<file path="src/rtl/uart_host_ctrl.sv">
// Host-side master for the UART register port: runs the init writes, then moves
// bytes between a TX stream FIFO, the UART data register and an RX stream FIFO.
module uart_host_ctrl #(
  parameter int unsigned FIFO_DEPTH  = 8,
  parameter logic [7:0]  BAUD_DIV    = 8'd27,
  parameter bit          INT_EN      = 1'b1,
  parameter int unsigned POLL_CYCLES = 64
) (
  input  logic                        clk,
  input  logic                        arst_n,
  output logic                        we,
  output logic                        ce,
  output logic [1:0]                  adr,
  output logic [7:0]                  dat_o,
  output logic                        dat_oe,
  input  logic [7:0]                  dat_i,
  input  logic                        inter,
  input  logic [7:0]                  tx_data,
  input  logic                        tx_valid,
  output logic                        tx_ready,
  output logic [7:0]                  rx_data,
  output logic                        rx_valid,
  input  logic                        rx_ready,
  output logic [$clog2(FIFO_DEPTH):0] tx_level,
  output logic [$clog2(FIFO_DEPTH):0] rx_level,
  output logic                        spurious
);
  localparam int AW = $clog2(FIFO_DEPTH);
  localparam int CW = $clog2(POLL_CYCLES) + 1;
  localparam logic [CW-1:0] POLL_LAST = CW'(POLL_CYCLES - 1);
  localparam logic [AW:0]   FULL_LVL  = (AW+1)'(FIFO_DEPTH);

  typedef enum logic [3:0] {
    S_INIT_BAUD, S_GAP_BAUD, S_INIT_CTRL, S_GAP_CTRL, S_IDLE, S_RD_STAT,
    S_GAP_STAT, S_DECIDE, S_RD_DATA, S_GAP_RDAT, S_WR_DATA, S_GAP_WDAT
  } state_e;

  state_e          state_q, state_d;
  logic            run_q, ready_q, ready_d;
  logic [CW-1:0]   cnt_q, cnt_d;
  logic            via_int_q, via_int_d;
  logic            spur_q, spur_d;
  logic [1:0]      stat_q, stat_d;

  logic [7:0]      tx_mem_q [FIFO_DEPTH];
  logic [7:0]      rx_mem_q [FIFO_DEPTH];
  logic [AW-1:0]   tx_wr_q, tx_rd_q, rx_wr_q, rx_rd_q;
  logic [AW:0]     tx_lvl_q, rx_lvl_q;
  logic            tx_push, tx_pop, rx_push, rx_pop, rx_full;

  assign rx_full  = (rx_lvl_q == FULL_LVL);
  assign tx_ready = ready_q && (tx_lvl_q != FULL_LVL);
  assign tx_push  = tx_valid && tx_ready;
  assign rx_valid = (rx_lvl_q != '0);
  assign rx_pop   = rx_valid && rx_ready;
  assign rx_data  = rx_valid ? rx_mem_q[rx_rd_q] : 8'h00;
  assign tx_level = tx_lvl_q;
  assign rx_level = rx_lvl_q;
  assign spurious = spur_q;

  // run_q holds the bus quiet until the first edge after reset release.
  always_ff @(posedge clk or negedge arst_n) begin
    if (!arst_n) begin
      state_q   <= S_INIT_BAUD;
      run_q     <= 1'b0;
      ready_q   <= 1'b0;
      cnt_q     <= '0;
      via_int_q <= 1'b0;
      spur_q    <= 1'b0;
      stat_q    <= 2'b00;
    end else begin
      state_q   <= state_d;
      run_q     <= 1'b1;
      ready_q   <= ready_d;
      cnt_q     <= cnt_d;
      via_int_q <= via_int_d;
      spur_q    <= spur_d;
      stat_q    <= stat_d;
    end
  end

  always_comb begin
    state_d   = state_q;
    ready_d   = ready_q;
    cnt_d     = cnt_q;
    via_int_d = via_int_q;
    spur_d    = spur_q;
    stat_d    = stat_q;
    rx_push   = 1'b0;
    tx_pop    = 1'b0;
    if (run_q) begin
      case (state_q)
        S_INIT_BAUD: state_d = S_GAP_BAUD;
        S_GAP_BAUD:  state_d = S_INIT_CTRL;
        S_INIT_CTRL: state_d = S_GAP_CTRL;
        S_GAP_CTRL: begin
          state_d = S_IDLE;
          ready_d = 1'b1;
        end
        S_IDLE: begin
          if (INT_EN && inter) begin
            state_d   = S_RD_STAT;
            via_int_d = 1'b1;
            cnt_d     = '0;
          end else if (cnt_q == POLL_LAST) begin
            state_d   = S_RD_STAT;
            via_int_d = 1'b0;
            cnt_d     = '0;
          end else if (!INT_EN || tx_lvl_q != '0) begin
            cnt_d = cnt_q + 1'b1;
          end
        end
        S_RD_STAT: begin
          stat_d  = dat_i[1:0];
          state_d = S_GAP_STAT;
        end
        S_GAP_STAT: state_d = S_DECIDE;
        S_DECIDE: begin
          // Only the first status after an interrupt entry can be spurious.
          via_int_d = 1'b0;
          if (via_int_q && stat_q == 2'b00) spur_d = 1'b1;
          if (stat_q[0] && !rx_full)             state_d = S_RD_DATA;
          else if (stat_q[1] && tx_lvl_q != '0)  state_d = S_WR_DATA;
          else                                   state_d = S_IDLE;
        end
        S_RD_DATA: begin
          rx_push = !rx_full;
          state_d = S_GAP_RDAT;
        end
        S_GAP_RDAT: state_d = S_RD_STAT;
        S_WR_DATA: begin
          tx_pop  = 1'b1;
          state_d = S_GAP_WDAT;
        end
        S_GAP_WDAT: state_d = S_IDLE;
        default:    state_d = S_INIT_BAUD;
      endcase
    end
  end

  always_comb begin
    we     = 1'b0;
    ce     = 1'b0;
    adr    = 2'd0;
    dat_o  = 8'h00;
    dat_oe = 1'b0;
    if (run_q) begin
      case (state_q)
        S_INIT_BAUD: begin
          ce = 1'b1; we = 1'b1; dat_oe = 1'b1; adr = 2'd3; dat_o = BAUD_DIV;
        end
        S_INIT_CTRL: begin
          ce = 1'b1; we = 1'b1; dat_oe = 1'b1; adr = 2'd2; dat_o = {7'b0, INT_EN};
        end
        S_RD_STAT: begin
          ce = 1'b1; adr = 2'd1;
        end
        S_RD_DATA: begin
          ce = 1'b1; adr = 2'd0;
        end
        S_WR_DATA: begin
          ce = 1'b1; we = 1'b1; dat_oe = 1'b1; adr = 2'd0; dat_o = tx_mem_q[tx_rd_q];
        end
        default: ;
      endcase
    end
  end

  always_ff @(posedge clk or negedge arst_n) begin
    if (!arst_n) begin
      tx_wr_q  <= '0;
      tx_rd_q  <= '0;
      tx_lvl_q <= '0;
      rx_wr_q  <= '0;
      rx_rd_q  <= '0;
      rx_lvl_q <= '0;
    end else begin
      if (tx_push) tx_wr_q <= tx_wr_q + 1'b1;
      if (tx_pop)  tx_rd_q <= tx_rd_q + 1'b1;
      if (tx_push && !tx_pop)      tx_lvl_q <= tx_lvl_q + 1'b1;
      else if (!tx_push && tx_pop) tx_lvl_q <= tx_lvl_q - 1'b1;
      if (rx_push) rx_wr_q <= rx_wr_q + 1'b1;
      if (rx_pop)  rx_rd_q <= rx_rd_q + 1'b1;
      if (rx_push && !rx_pop)      rx_lvl_q <= rx_lvl_q + 1'b1;
      else if (!rx_push && rx_pop) rx_lvl_q <= rx_lvl_q - 1'b1;
    end
  end

  always_ff @(posedge clk) begin
    if (tx_push) tx_mem_q[tx_wr_q] <= tx_data;
    if (rx_push) rx_mem_q[rx_wr_q] <= dat_i;
  end

endmodule

</file>
<file path="config.mk">
export PLATFORM = sky130hd
export DESIGN_NAME = uart_host_ctrl
export DESIGN_NICKNAME = d
export VERILOG_FILES = /design/src/rtl/uart_host_ctrl.sv
export SDC_FILE = /design/constraint.sdc
export NUM_CORES = 1
export LEC_CHECK = 0
export CORE_MARGIN = 4
export CORE_UTILIZATION = 60
export DETAILED_ROUTE_END_ITERATION = 12
export PLACE_DENSITY = 0.8
export SLEW_MARGIN = 20
export SYNTH_ARGS = -nofsm -noshare
export SYNTH_HDL_FRONTEND = slang
export SYNTH_SLANG_ARGS = --single-unit
export TNS_END_PERCENT = 100
</file>
<file path="constraint.sdc">
create_clock -name clk -period 4.2 [get_ports clk]
set_input_delay 0.84 -clock clk [delete_from_list [all_inputs] [get_ports clk]]
set_output_delay 0.84 -clock clk [all_outputs]
set_load 0.01 [all_outputs]
</file>
==> results of run 1 <==
[Yosys cell counts (2+ instances only)]
master / count
a2111oi_0: 5
a211oi_1: 3
a21o_1: 3
a21oi_1: 6
a221o_1: 2
and2_1: 2
and3_1: 2
buf_1: 2
buf_2: 12
buf_6: 2
clkbuf_1: 7
dfrtp_1: 37
edfxtp_1: 128
fa_1: 2
ha_1: 11
inv_1: 5
mux2_2: 8
mux2i_1: 18
mux4_2: 28
nand2_1: 24
nand2b_1: 11
nand3_1: 7
nand4_1: 3
nor2_1: 35
nor2b_1: 6
nor3_1: 13
nor3b_1: 5
o211ai_1: 2
o21ai_0: 8
o21bai_1: 3
o22ai_1: 2
o31ai_1: 4
o41ai_1: 2
or2_2: 3
or3b_1: 2
or4_1: 2
xnor2_1: 10
xor2_1: 2
[layer usage]
| metal | GRT usage, % | wire length, um | vias to the layer above |
|---|---|---|---|
| met2 | 37.32 | 7133 | 94 |
| met1 | 27.50 | 5612 | 2032 |
| met5 | 0 | 0 | - |
| li1 | - | - | 1847 |
| met3 | 5.039 | 473 | 26 |
| met4 | 8.257 | 284 | 0 |
[where the power goes]
part           leakage [nW]  total, W  switching [W]  internal, W
Clock                 0.286   0.00156       0.000624     0.000938
Sequential             1.60   0.00237       0.000368      0.00200
Combinational          1.04   0.00162       0.000732     0.000891
[cell type report]
cell class | count | area (um^2)
Timing Repair Buffer | 58 | 560.5
Clock buffer | 17 | 425.4
Fill cell | 732 | 3154
Multi-Input combinational cell | 254 | 2230
Tap cell | 143 | 178.9
Inverter | 5 | 18.77
Sequential cell | 165 | 4770
Clock inverter | 15 | 178.9
[path summary, 6_finish.rpt]
check                      startpoint          end  depth (start not counted)
hold reg to reg              spurious     spurious                          1
setup reg to reg                run_q  rx_level[3]                          8
max in group asynchronous      arst_n   rx_wr_q[2]                          1
min in group asynchronous      arst_n  rx_level[3]                          1
setup / recovery                run_q     dat_o[1]                          5
hold / removal               spurious     spurious                          1
[through the flow]
stage               cells  utilization (%)  cell area [um^2]  total power (W)  hold slack (ps)
floorplan             448                -              7141         0.003431            441.5
global placement      625            67.35              7756         0.003932            475.2
detailed placement    625            67.35              7756         0.004035            480.3
CTS                   657            72.60              8361         0.005608            494.4
global route          657            72.61              8362         0.005872            513.1
finish                657            72.61              8362         0.005555            491.7
[state kept, by name, summed over array words and instances, names as in the netlist, 2 cells and up]
register,flops
tx_rd_q,3
tx_mem_q,64
cnt_q,7
tx_level,4
rx_rd_q,3
rx_wr_q,3
stat_q,2
tx_wr_q,3
rx_mem_q,64
state_q,4
rx_level,4
[logic make-up (layout without fill, tap and decap cells)]
family                     count (synthesis)  after routing
AOI/OAI and AO/OA                         49             49
xor gates and xnor gates                  12             12
adders and majority gates                 13             13
buffers and inverters                     29             95
DFF                                      165            165
muxes                                     55             55
other                                      1              1
and+or+nand+nor                          124            124
==> impl_metrics.csv, run 1 <==
group,metric,value,unit
clock_network,cts.reportedPaths.clkPinSlew,60,ps
power_and_ir_drop,ir_drop,464.0,uV
clock_network,ctsRootBufferMaster,"clkbuf_16",
hold_path,min-delay-path-class,"reg -> reg",
sta,setup_tns,0,ps
critical_path,path_cells,"nor3b_1 > nand3_1 > a2111oi_0 > or2_2 > clkdlybuf4s50_1",
synthesis,syn-num-nets,482,
grt,grt-ovfl-total,0,
synthesis,seq_area_frac_synth,66.80,%
sta,period_share,93.52,%
synthesis,yosys.area.top_type,"edfxtp_1",
critical_path,crit_path_end_kind,"output port",
run,drv_cap,0,
synthesis,synth_async_sr_flop_share,22.42,%
grt,grt_first_pass_wirelength,22080,um
sta,slew_headroom,34.53,%
synthesis,synth_area,0.007141,mm^2
clock_network,clock_latency,420,ps
drt,via_per_inst,6.087,
sta,period_minus_slack,3928,ps
synthesis,synth_cell_types,59,
synthesis,synth_top_family_by_area,"multiplexers",
critical_path,crit_type,"reg -> out",
critical_path,crit_family,"simple AND/OR/NAND/NOR gates",
clock_network,cts_resized,0,
critical_path,critPathMaxFanout,13,
synthesis,synthMuxAreaShare,12.83,%
synthesis,synth_top_area_share,53.83,%
drt,ant_nets,0,
drt,drt-total-wl,13500,um
cells_and_area,layout_commonest_cell,"edfxtp_1",
die,core,0.01152,mm^2
die,initial_core_util,62.01,%
synthesis,synth-adder-area-share,2.488,%
sta,fin_ws,272.3,ps
drt,vias,3999,
critical_path,cpPeakStageDelay,590,ps
placed_design,place_ws,694.2,ps
synthesis,synth_compound_area_share,4.994,%
cells_and_area,diodes,0,
die,die-width,117.1,um
synthesis,ys_seq_elements,165,
synthesis,syn_avg_cell_area,15.94,um^2
sta,finalSetupViolCount,0,
synthesis,ys.warnings.count,0,
drt,drc,0,
synthesis,yosys.area_share.simple,9.374,%
clock_network,cts_made_buffers,17,
synthesis,synth-xor-area-share,1.472,%
critical_path,critPathBufInv,1,
critical_path,reg2reg_slack,1060,ps
critical_path,cp-start-kind,"flop",
grt,track_usage,21.87,%
die,io_pins,53,
clock_network,postCtsSetupRepairBufs,0,
clock_network,cts_tree,"built",
clock_network,h-tree-depth,4,
cells_and_area,mostFrequentLayoutCells,"edfxtp_1 (128), clkdlybuf4s50_1 (51), dfrtp_1 (37)",
cells_and_area,drive_above_1_share,16.54,%
drt,post_drt_wl_per_cell,20.55,um
synthesis,synth_edf_count,128,
synthesis,synth_top_flop_cell,"edfxtp_1",
synthesis,synth_area_leaders,"edfxtp_1 (54%), dfrtp_1 (13%), mux4_2 (8.8%), mux2i_1 (2.5%), ha_1 (1.9%)",
placed_design,dp_hpwl,8765,um
die,fp.dieH,117.1,um
die,dieArea,0.01371,mm^2
drt,dr.pass1.iters,4,
drt,dr.first_iter.drc_count,289,
placed_design,finalWeightedCongestion,0.8049,
cells_and_area,area_delta_synth_final,17.10,%
cells_and_area,nets,535,
clock_network,ctsHoldBuffers,0,
sta,rsz0062_at_grt,"false",
grt,grt_pass1_vias,4225,
critical_path,required,3360,ps
critical_path,crit_arrival,3090,ps
placed_design,port_buffers,52,
power_and_ir_drop,powerDensity,664.4,mW/mm^2
sta,worst_pin_slew,978.5,ps
run_status,outcome,"finished clean",
sta,maxSlewViolCount,0,
power_and_ir_drop,p_leak,2.921,nW
clock_network,clk_path_buf_depth,2,
grt,grt_max_degree,38,
grt,antenna_found_initial,0,
synthesis,syn_inst,448,
clock_network,cts_sinks,165,
sta,hold_viol_final,0,
critical_path,cp_slowest_cell,"a2111oi_0",
sta,fin_skew,6.435,ps
die,rows,39,
sta,fmax,254.6,MHz
Note: power is estimated with default switching activity, not from simulation.
==> inputs of run 2 (changes only) <==
- PLACE_DENSITY: 0.8 -> 0.81
==> impl_metrics.csv, run 2 (synthesized netlist as in run 1, its figures left out) <==
group,metric,value,unit
cells_and_area,multi_input_area,0.002228,mm^2
cells_and_area,register_area,0.004770,mm^2
grt,grt_first_pass_wirelength,22050,um
critical_path,worstReg2RegStart,"run_q",
clock_network,cts_tree,"built",
placed_design,dp_hpwl,8809,um
cells_and_area,fillers,727,
clock_network,cts_resized,0,
sta,period_share,91.43,%
power_and_ir_drop,powerDensity,669.0,mW/mm^2
placed_design,place_ws,815.0,ps
critical_path,crit_type,"reg -> out",
power_and_ir_drop,total_power,0.005601,W
power_and_ir_drop,intPower,0.003915,W
drt,drt-total-wl,13630,um
power_and_ir_drop,switching_share,30.09,%
drt,ant_nets,0,
grt,grt_pass1_vias,4086,
clock_network,cts_made_buffers,17,
power_and_ir_drop,p_seq_share,42.3,%
sta,slew_headroom,35.61,%
die,dieArea,0.01371,mm^2
power_and_ir_drop,p_leak,2.945,nW
die,fp.dieH,117.1,um
critical_path,r2r-end,"rx_level[3]",
grt,grt-ovfl-total,0,
critical_path,worstRegToRegCells,8,
critical_path,cpPeakStageDelay,540,ps
run_status,outcome,"finished clean",
clock_network,clock_latency,410,ps
placed_design,placed_area,0.007756,mm^2
critical_path,crit_arrival,3000,ps
critical_path,crit_end,"dat_o[4]",
critical_path,path_cells,"nor3b_1 > nand3_1 > a2111oi_0 > or2_2 > clkdlybuf4s50_1",
power_and_ir_drop,switching_power,0.001685,W
clock_network,h-tree-depth,4,
grt,antenna_found_initial,0,
drt,dr.first_iter.drc_count,301,
critical_path,crit_start,"run_q",
clock_network,ctsHoldBuffers,0,
sta,setup_tns,0,ps
die,initial_core_util,62.01,%
sta,fmax,260.4,MHz
cells_and_area,area_delta_synth_final,17.24,%
grt,track_usage,21.85,%
power_and_ir_drop,ir_drop,356.4,uV
clock_network,clk_path_buf_depth,2,
placed_design,port_buffers,52,
drt,post_drt_wl_per_cell,20.74,um
hold_path,min-delay-path-class,"reg -> reg",
die,io_pins,53,
die,die-width,117.1,um
drt,drc,0,
placed_design,finalWeightedCongestion,0.8289,
cells_and_area,mostFrequentLayoutCells,"edfxtp_1 (128), clkdlybuf4s50_1 (51), dfrtp_1 (37)",
sta,hold_viol_final,0,
cells_and_area,fin_area,0.008372,mm^2
critical_path,crit_path_end_kind,"output port",
clock_network,cts_sinks,165,
clock_network,ctsRootBufferMaster,"clkbuf_16",
drt,dr.pass1.iters,5,
sta,maxSlewViolCount,0,
cells_and_area,layout_commonest_cell,"edfxtp_1",
clock_network,postCtsSetupRepairBufs,0,
sta,fin_skew,6.351,ps
power_and_ir_drop,pwr-share-clk,28.6,%
cells_and_area,diodes,0,
critical_path,reg2reg_slack,1040,ps
critical_path,cp-start-kind,"flop",
die,core,0.01152,mm^2
drt,via_per_inst,6.145,
clock_network,cts.reportedPaths.clkPinSlew,60,ps
sta,fin_ws,359.9,ps
sta,rsz0062_at_grt,"false",
sta,period_minus_slack,3840,ps
die,rows,39,
grt,grt_max_degree,38,
power_and_ir_drop,p_comb_share,29.1,%
run,drv_cap,0,
critical_path,required,3360,ps
drt,vias,4037,
critical_path,critPathMaxFanout,13,
cells_and_area,nets,535,
cells_and_area,drive_above_1_share,16.15,%
sta,finalSetupViolCount,0,
cells_and_area,post-route-util,72.70,%
sta,worst_pin_slew,962.3,ps
cells_and_area,top_regs,"rx_mem_q (64), tx_mem_q (64), cnt_q (7)",
critical_path,cp_slowest_cell,"dfrtp_1",
==> run 2: cell type report <==
cell class                 count  area share [%]
sequential                   165           56.97
multi-input combinational    254           26.62
inverter                       5          0.2242
clock buffer                  21           5.500
clock inverter                11           1.853
timing repair buffer          58           6.696
tap                          143           2.137
==> run 2: routing by layer <==
layer,vias to the layer above,share of wire (%),GRT usage [%]
li1,1842,-,-
met1,2047,41,29.58
met2,125,52,35.49
met3,23,4.4,4.833
met4,0,1.8,7.645
met5,-,0,0
==> run 2: worst max-delay path: cells and delay by family (launching register included) <==
family,cells,cell delay (ps)
AO/OA/AOI/OAI,1,540
buffers and inverters,1,530
flip-flops,1,540
AND/OR/NAND/NOR,3,980
==> run 2: power groups by stage <==
stage / Combinational (W) / Sequential (W) / Clock (W)
final: 0.00163 / 0.00237 / 0.00160
after global routing: 0.00178 / 0.00241 / 0.00170
after CTS: 0.00165 / 0.00237 / 0.00163
after detailed placement: 0.00163 / 0.00240 / 0
after global placement: 0.00156 / 0.00237 / 0
after floorplan: 0.00122 / 0.00221 / 0
==> run 2: through the flow <==
stage	hold slack (ps)	cells
after global routing	524.9	657
after CTS	510.7	657
after detailed placement	497.3	625
after floorplan	441.5	448
after global placement	473.9	625
final	509.8	657
==> run 2: worst min-delay path by stage <==
stage          startpoint        to  slack (ps)  cells past startpoint
3_3_place_gp     spurious  spurious         470                      1
3_5_place_dp     spurious  spurious         500                      1
6_report         spurious  spurious         510                      1
2_1_floorplan     ready_q   ready_q         440                      2
5_1_grt          spurious  spurious         520                      1
4_1_cts          spurious  spurious         510                      1
==> inputs of run 3 (changes only) <==
- ABC_AREA: unset -> 1
==> impl_metrics.csv, run 3 <==
group,metric,value,unit
run_status,outcome,"finished clean",
cells_and_area,drive_above_1_share,9.434,%
placed_design,dp_hpwl,9559,um
power_and_ir_drop,total_power,0.005612,W
critical_path,cpPeakStageDelay,790,ps
drt,highest_layer,"met4",
cells_and_area,mostFrequentLayoutCells,"nor2_1 (144), edfxtp_1 (128), nand2_1 (95)",
cells_and_area,top_regs,"rx_mem_q (64), tx_mem_q (64), cnt_q (7)",
critical_path,worstReg2RegStart,"state_q[3]",
cells_and_area,final_cells,885,
critical_path,reg2reg_slack,1430,ps
sta,period_minus_slack,3607,ps
drt,drt-total-wl,15350,um
clock_network,postCtsSetupRepairBufs,0,
die,rows,39,
critical_path,cp-start-kind,"flop",
critical_path,crit_arrival,2770,ps
drt,dr.pass1.iters,5,
clock_network,clk_path_buf_depth,2,
drt,drc,0,
synthesis,ys_seq_elements,165,
cells_and_area,nets,763,
hold_path,hold_end,"spurious",
grt,grt_max_degree,38,
sta,finalSetupViolCount,0,
sta,worst_pin_slew,984.8,ps
synthesis,synth_area_leaders,"edfxtp_1 (53%), dfrtp_1 (13%), nor2_1 (7.4%), o21ai_0 (5.1%), nand2_1 (4.9%)",
placed_design,place_ws,1042,ps
cells_and_area,diodes,0,
placed_design,finalWeightedCongestion,0.8601,
grt,track_usage,22.37,%
synthesis,synth_area,0.007279,mm^2
drt,ant_nets,0,
synthesis,synth_top_flop_cell,"edfxtp_1",
die,dieArea,0.01396,mm^2
critical_path,path_cells,"inv_1 > nor2_1 > o21ai_0 > nand3_1 > nand3_1 > nand2_1 > clkdlybuf4s50_1",
grt,grt_first_pass_wirelength,24610,um
power_and_ir_drop,p_leak,3.265,nW
grt,grt-ovfl-total,0,
drt,m1WireLength,6161,um
hold_path,worstHoldStart,"spurious",
die,fp.dieH,118.1,um
placed_design,dpl.cell_count,853,
die,die-width,118.1,um
hold_path,min-delay-path-class,"reg -> reg",
cells_and_area,layout_commonest_cell,"nor2_1",
die,core,0.01166,mm^2
clock_network,cts_sinks,165,
die,initial_core_util,62.42,%
clock_network,cts_tree,"built",
die,io_pins,53,
critical_path,cp_slowest_cell,"dfrtp_1",
clock_network,clock_latency,410,ps
critical_path,crit_path_end_kind,"output port",
drt,route.met3.wl,1165,um
critical_path,required,3360,ps
sta,fin_ws,592.6,ps
synthesis,synth_top_area_share,52.80,%
sta,hold_viol_final,0,
clock_network,cts.reportedPaths.clkPinSlew,60,ps
grt,antenna_found_initial,0,
placed_design,port_buffers,52,
critical_path,r2r-end,"tx_level[3]",
synthesis,yosys.area.top_type,"edfxtp_1",
sta,rsz0062_at_grt,"false",
synthesis,synth_common_cells,"nor2_1 (144), edfxtp_1 (128), nand2_1 (95)",
synthesis,ys.warnings.count,0,
drt,route.met2.wl,7789,um
critical_path,crit_top_cell,"nand3_1",
clock_network,cts_made_buffers,17,
synthesis,synth_cell_types,39,
synthesis,synth_most_common_cell,"nor2_1",
clock_network,ctsRootBufferMaster,"clkbuf_16",
clock_network,h-tree-depth,4,
sta,period_share,85.89,%
critical_path,critPathMaxFanout,22,
sta,holdWs,480.0,ps
clock_network,cts_resized,0,
critical_path,worstRegToRegCells,11,
sta,fin_skew,7.583,ps
sta,setup_tns,0,ps
drt,post_drt_wl_per_cell,17.34,um
synthesis,synth_edf_count,128,
synthesis,seq_area_frac_synth,65.52,%
critical_path,crit_type,"reg -> out",
synthesis,synth_async_sr_flop_share,22.42,%
cells_and_area,fillers,749,
synthesis,syn_avg_cell_area,10.80,um^2
synthesis,syn-num-nets,708,
sta,maxSlewViolCount,0,
power_and_ir_drop,ir_drop,412.8,uV
drt,via_per_inst,5.794,
sta,slew_headroom,34.11,%
drt,vias,5128,
grt,grt_pass1_vias,4934,
cells_and_area,area_delta_synth_final,16.52,%
synthesis,syn_inst,674,
hold_path,whs_path_depth,1,
drt,dr.first_iter.drc_count,548,
run,drv_cap,0,
power_and_ir_drop,powerDensity,661.6,mW/mm^2
clock_network,ctsHoldBuffers,0,
sta,fmax,277.2,MHz
run 3: changes by cell type after synthesis, moves of 9 or more:
cell	previous run	this run
inv_1	5	33
inv_2	0	9
mux2i_1	18	0
mux4_2	28	0
nand2_1	24	95
nand2b_1	11	0
nand3_1	7	23
nor2_1	35	144
o211ai_1	2	12
o21ai_0	8	74
o22ai_1	2	12
run 3: worst max-delay path by stage:
stage | from | to | slack (ps) | depth (start not counted)
floorplan | tx_valid | tx_level[3] | 1870 | 11
global placement | tx_rd_q[1] | dat_o[0] | 1110 | 7
detailed placement | tx_rd_q[1] | dat_o[1] | 1040 | 7
CTS | tx_rd_q[1] | dat_o[1] | 570 | 7
global route | tx_rd_q[1] | dat_o[0] | 340 | 7
finish | tx_rd_q[1] | dat_o[4] | 590 | 7
run 3: report_power, final:
group	internal [W]	total, W	switching [W]
sequential	0.00200	0.00227	0.000270
clock	0.000905	0.00149	0.000583
combinational	0.000783	0.00186	0.00107
run 3: area by class of cell:
cell class	instances	area, um^2	area share (%)
Inverter	43	162.7	1.918
Tap cell	143	178.9	2.109
Sequential cell	165	4770	56.23
Clock buffer	24	471.7	5.561
Clock inverter	8	100.1	1.180
Timing Repair Buffer	63	598.1	7.051
Multi-Input combinational cell	439	2201	25.95
run 3: per-layer routing:
metal	vias up	GRT usage, %
met5	-	0
li1	2413	-
met1	2460	29.47
met3	21	4.250
met4	0	8.059
met2	234	37.48
run 3: through the flow:
stage	cell area (um^2)	utilization, %
after detailed placement	7910	67.83
after floorplan	7279	-
after global placement	7910	67.83
final	8482	72.73
after global routing	8482	72.73
after CTS	8482	72.73
run 3: logic make-up after synthesis:
| logic type | after synthesis | synth area share (%) |
|---|---|---|
| AND/OR/NAND/NOR | 296 | 17.10 |
| flip-flops | 165 | 65.52 |
| AO/OA/AOI/OAI | 112 | 8.457 |
| buffers and inverters | 70 | 4.314 |
| XOR/XNOR | 15 | 1.805 |
| adder cells (fa/ha/maj) | 13 | 2.441 |
| multiplexers | 2 | 0.3094 |
| other | 1 | 0.05151 |
run 3: critical path, delay by kind of cell, from the launching register on:
family | cells | cell delay [ps]
simple gates | 4 | 510
flops | 1 | 790
buf+inv | 2 | 960
compound gates | 1 | 110
==> RTL edit 1: new RTL, settings of run 2 <==
`FIFO_DEPTH`: 8 -> 16.
--- a/src/rtl/uart_host_ctrl.sv
+++ b/src/rtl/uart_host_ctrl.sv
@@ -2,5 +2,5 @@
 // bytes between a TX stream FIFO, the UART data register and an RX stream FIFO.
 module uart_host_ctrl #(
-  parameter int unsigned FIFO_DEPTH  = 8,
+  parameter int unsigned FIFO_DEPTH  = 16,
   parameter logic [7:0]  BAUD_DIV    = 8'd27,
   parameter bit          INT_EN      = 1'b1,
Interface: changed (resized rx_level and tx_level); port bits go from 53 to 55. The function was not compared with the original's and may differ.
==> RTL edit 1 against run 2 <==
Combinational power is 50% higher; synthesized area is 73% higher; via count is 62% higher; final area is 70% higher; critical path depth is 1 higher; die area is 68% higher; sequential power is 63% higher; sequential cell count is 134 higher; power is 59% higher; worst setup slack worse by 0.14 ns; wire length is 78% higher; largest cell class unchanged; largest power group unchanged.
==> RTL edit 1: results (changes against run 2) <==
----------------------------------------------------
[Clock network]
  Longest Clk Path Bufs ... 3 (was 2)
  Number of H-tree branching levels ... 1 (was 4)
  TritonCTS buffer count ... 29 (was 17)

[Power]
  Reg power frac ... 43.2% (was 42.3%)
  Clock share of power ... 29.4% (was 28.6%)
  NetSw ... 2.59 mW (was 1.69 mW)
  Worst ir drop on vdd ... 0.371 mV (was 0.356 mV)

[Logic synthesis]
  Cell variety after synth ... 54 (was 59)
  Leading cell types by count after synthesis ... 256 x sky130_fd_sc_hd__edfxtp_1, 59 x sky130_fd_sc_hd__mux4_2, 52 x sky130_fd_sc_hd__nor2_1 (was 128 x sky130_fd_sc_hd__edfxtp_1, 37 x sky130_fd_sc_hd__dfrtp_1, 35 x sky130_fd_sc_hd__nor2_1)
  Seq/Total Area, Yosys ... 70.7% (was 66.8%)
  Fraction of the mapped netlist area in compound gates ... 3.41% (was 4.99%)
  Mean instance size in the synthesized netlist ... 17.2 um2 (was 15.9 um2)
  Net count of the mapped netlist ... 762 (was 482)
  Area share of xor/xnor cells in the synthesized design ... 1.70% (was 1.47%)
  Top-area cell type share of the netlist area ... 62.1% (was 53.8%)
  Number of synthesized flops with an enable pin ... 256 (was 128)

[Setup path]
  Worst path max stage delay ... 0.65 ns (was 0.54 ns)
  Flop2flop setup slack ... 1.20 ns (was 1.04 ns)
  Critical-path top delay cell ... sky130_fd_sc_hd__clkdlybuf4s50_1 (was sky130_fd_sc_hd__dfrtp_1)
  Worst reg2reg path depth ... 10 (was 8)
  Startpoint of the worst-slack reg-to-reg timing path ... rx_level[1] (was run_q)
  Critical path peak fanout ... 9 (was 13)

[Run status]
  Result of the run ... finished clean (unchanged)

[Global route]
  GR Util All Layers ... 21.7% (was 21.8%)
  Met2 layer usage reported by global route ... 37.3% (was 35.5%)
  Global-route wire length before repair ... 38,000 um (was 22,100 um)
  Pin count of the biggest net entering global routing ... 44 (was 38)
  Met1 routing resource usage after global routing ... 29.6% (about the same)

[Place]
  PortBufs ... 54 (was 52)
  Placed standard-cell area ... 13,200 um2 (was 7760 um2)

[Routing]
  Drt wl/cell ... 22.7 um (was 20.7 um)
  Number of DRC markers in iteration 0 ... 516 (was 301)
  Met3 wire length ... 1290 um (was 599 um)
  Final wirelength ... 24,300 um (was 13,600 um)

[Cells and area]
  Number of fill cells in the layout ... 1,286 (was 727)
  Biggest regs ... rx_mem_q: 128 flops, tx_mem_q: 128 flops, cnt_q: 7 flops (was rx_mem_q: 64 flops, tx_mem_q: 64 flops, cnt_q: 7 flops)
  Fraction of layout cells with a size suffix above 1 ... 16.6% (was 16.1%)
  Final Net Count ... 822 (was 535)

[Timing]
  Relative slew slack ... 33.2% (was 35.6%)
  Hold_ws ... 0.296 ns (was 0.510 ns)

----------------------------------------------------
-- RTL edit 1: how the worst max path moves through the flow --
stage	from	endpoint	slack, ns	depth (start not counted)
5_1_grt	state_q[0]	dat_o[1]	0.03	6
4_1_cts	tx_rd_q[1]	dat_o[0]	0.01	5
6_report	state_q[0]	dat_o[1]	0.22	6
2_1_floorplan	tx_level[1]	tx_level[4]	1.51	11
3_3_place_gp	tx_rd_q[0]	dat_o[0]	0.54	7
3_5_place_dp	tx_rd_q[0]	dat_o[0]	0.56	7
-- RTL edit 1: cell type report --
type                       count  area, um2  share of cell area [%]
sequential                   299       8770                    61.8
multi-input combinational    365       3380                    23.8
clock buffer                  35        768                    5.41
timing repair buffer          67        668                    4.71
tap                          270        338                    2.38
clock inverter                18        211                    1.49
inverter                      17       63.8                   0.449
-- RTL edit 1: repair_timing --
item	4_1_cts	5_1_grt
hold buffers	0	0
setup endpoints to repair	1	3
setup buffers	0	1
resized for setup	1	2
==> RTL edit 2: new RTL, config.mk and constraints of run 2 <==
Made on the original files. Encoding of `state_e`: now one-hot (12 bits for 12 states).
--- a/src/rtl/uart_host_ctrl.sv
+++ b/src/rtl/uart_host_ctrl.sv
@@ -31,7 +31,7 @@
   localparam logic [AW:0]   FULL_LVL  = (AW+1)'(FIFO_DEPTH);
 
-  typedef enum logic [3:0] {
-    S_INIT_BAUD, S_GAP_BAUD, S_INIT_CTRL, S_GAP_CTRL, S_IDLE, S_RD_STAT,
-    S_GAP_STAT, S_DECIDE, S_RD_DATA, S_GAP_RDAT, S_WR_DATA, S_GAP_WDAT
+  typedef enum logic [11:0] {
+    S_INIT_BAUD = 12'b000000000001, S_GAP_BAUD = 12'b000000000010, S_INIT_CTRL = 12'b000000000100, S_GAP_CTRL = 12'b000000001000, S_IDLE = 12'b000000010000, S_RD_STAT = 12'b000000100000,
+    S_GAP_STAT = 12'b000001000000, S_DECIDE = 12'b000010000000, S_RD_DATA = 12'b000100000000, S_GAP_RDAT = 12'b001000000000, S_WR_DATA = 12'b010000000000, S_GAP_WDAT = 12'b100000000000
   } state_e;
 
Check against the original RTL: no difference found for any inputs over 10 cycles, from zero or initial values and one cycle with arst_n low; not proved beyond that.
==> RTL edit 2 against run 2 <==
Synthesized area is 4.0% higher; register-to-register slack worse by 0.06 ns; clock skew is 0.0045 ns higher; worst setup slack worse by 0.0020 ns; power is 9.3% lower; sequential cell count is 8 higher; wire length is 5.3% higher; final area is 3.9% higher.
==> RTL edit 2: results (changes against run 2) <==
----------------------------------------------------
[Timing]
  Hold_ws ... 0.408 ns (was 0.510 ns)
  Setup clock skew after layout ... 0.0109 ns (was 0.00635 ns)
  Worst-margin pin slew ... 1.05 ns (was 0.962 ns)

[Logic synthesis]
  Cell variety after synth ... 50 (was 59)
  Ys async rst share ... 26.0% (was 22.4%)
  Leading cell types by count after synthesis ... 128 x sky130_fd_sc_hd__edfxtp_1, 44 x sky130_fd_sc_hd__dfrtp_1, 35 x sky130_fd_sc_hd__nor2_1 (was 128 x sky130_fd_sc_hd__edfxtp_1, 37 x sky130_fd_sc_hd__dfrtp_1, 35 x sky130_fd_sc_hd__nor2_1)
  Syn Inst Count ... 473 (was 448)
  Biggest area contributors in the synthesized netlist ... sky130_fd_sc_hd__edfxtp_1 52%, sky130_fd_sc_hd__dfrtp_1 15%, sky130_fd_sc_hd__mux4_2 9.7% (was sky130_fd_sc_hd__edfxtp_1 54%, sky130_fd_sc_hd__dfrtp_1 13%, sky130_fd_sc_hd__mux4_2 8.8%)
  Net count of the mapped netlist ... 507 (was 482)
  Seq/Total Area, Yosys ... 66.9% (was 66.8%)

[Cells and area]
  Final Net Count ... 564 (was 535)
  Fraction of layout cells with a size suffix above 1 ... 18.2% (was 16.1%)
  Count of non-filler cells in the finished layout ... 711 (was 657)
  Biggest regs ... rx_mem_q: 64 flops, tx_mem_q: 64 flops, state_q: 12 flops (was rx_mem_q: 64 flops, tx_mem_q: 64 flops, cnt_q: 7 flops)

[Global route]
  Global-route wire length before repair ... 23,200 um (was 22,100 um)
  Vias in the first global route ... 4,409 (was 4,086)
  GR Util All Layers ... 21.5% (was 21.8%)
  Pin count of the biggest net entering global routing ... 46 (was 38)

[Power]
  Worst ir drop on vdd ... 0.327 mV (was 0.356 mV)
  Power attributed to the clock group ... 1.50 mW (was 1.60 mW)
  Leakage Power ... 3.09 nW (was 2.95 nW)
  Internal power contribution ... 3.58 mW (was 3.92 mW)
  Reg power frac ... 43.6% (was 42.3%)

[Clock network]
  Clock latency at the later pin of the worst-skew pair ... 0.43 ns (was 0.41 ns)

[Place]
  Placed standard-cell area ... 8120 um2 (was 7760 um2)
  DP Wirelength ... 9130 um (was 8810 um)
  Worst slack after detailed placement ... 0.749 ns (was 0.815 ns)
  Placed insts ... 679 (was 625)
  Routability-driven placement congestion ratio ... 0.899 (was 0.829)

[Routing]
  Via density per instance ... 5.94 (was 6.14)
  Number of DRC markers in iteration 0 ... 328 (was 301)
  Final wirelength ... 14,300 um (was 13,600 um)

[Setup path]
  Worst path max stage delay ... 0.61 ns (was 0.54 ns)
  Flop2flop setup slack ... 0.98 ns (was 1.04 ns)
  Critical path peak fanout ... 7 (was 13)
  Critical-path top delay cell ... sky130_fd_sc_hd__or4_4 (was sky130_fd_sc_hd__dfrtp_1)

[Hold path]
  Type of the most critical hold path ... primary input to async pin (was flop to flop)

[Run status]
  Result of the run ... finished clean (unchanged)

----------------------------------------------------
==> RTL edit 2: changes by cell type in the layout (fill, tap and decap cells not counted), sizes merged, moves of 5 or more <==
| cell | run 2 | this run |
|---|---|---|
| nor3b | 5 | 0 |
| inv | 5 | 15 |
| nand2b | 12 | 6 |
| nor2b | 6 | 0 |
| xnor2 | 10 | 16 |
| a2111oi | 5 | 0 |
| o21ai | 8 | 19 |
| dfrtp | 37 | 44 |
| nand3 | 7 | 12 |
| nor4 | 2 | 8 |
==> RTL edit 2: final cells by class <==
| type | instances | area [um2] |
|---|---|---|
| clock buffers | 19 | 433 |
| clock inverters | 13 | 135 |
| fillers | 759 | 3370 |
| inverters | 9 | 33.8 |
| multi-input cells | 268 | 2330 |
| flip-flops and latches | 173 | 4970 |
| well taps | 168 | 210 |
| repair buffers | 61 | 586 |
==> RTL edit 2: cell families (layout without fill, tap and decap cells) <==
kind of cell	after synthesis	after routing	share of synthesized area, %
flops	173	173	66.9
fa+ha+maj	13	13	2.39
xor+xnor	22	22	2.59
buf+inv	32	102	1.84
compound gates	44	44	3.64
mux	59	59	13.6
simple gates	129	129	9.01
other cells	1	1	0.0505
==> RTL edit 2: final timing paths <==
kind	end	startpoint
max in group asynchronous	tx_wr_q[1]	arst_n
min in group clk	ready_q	ready_q
worst max-delay path	ce	state_q[9]
worst min register to register	ready_q	ready_q
worst min-delay path	cnt_q[5]	arst_n
worst max register to register	tx_level[3]	state_q[5]
==> RTL edit 2: metal layers <==
layer	routed length, um	GRT usage [%]	vias to the layer above
li1	-	-	1939
met1	5920	26.3	2150
met2	7710	37.9	114
met3	519	4.65	22
met4	199	7.39	0
met5	0	0	-
==> RTL edit 2: what timing repair did <==
action	CTS	global route
setup buffers	0	0
setup endpoints to repair	0	4
gates resized for setup	0	1
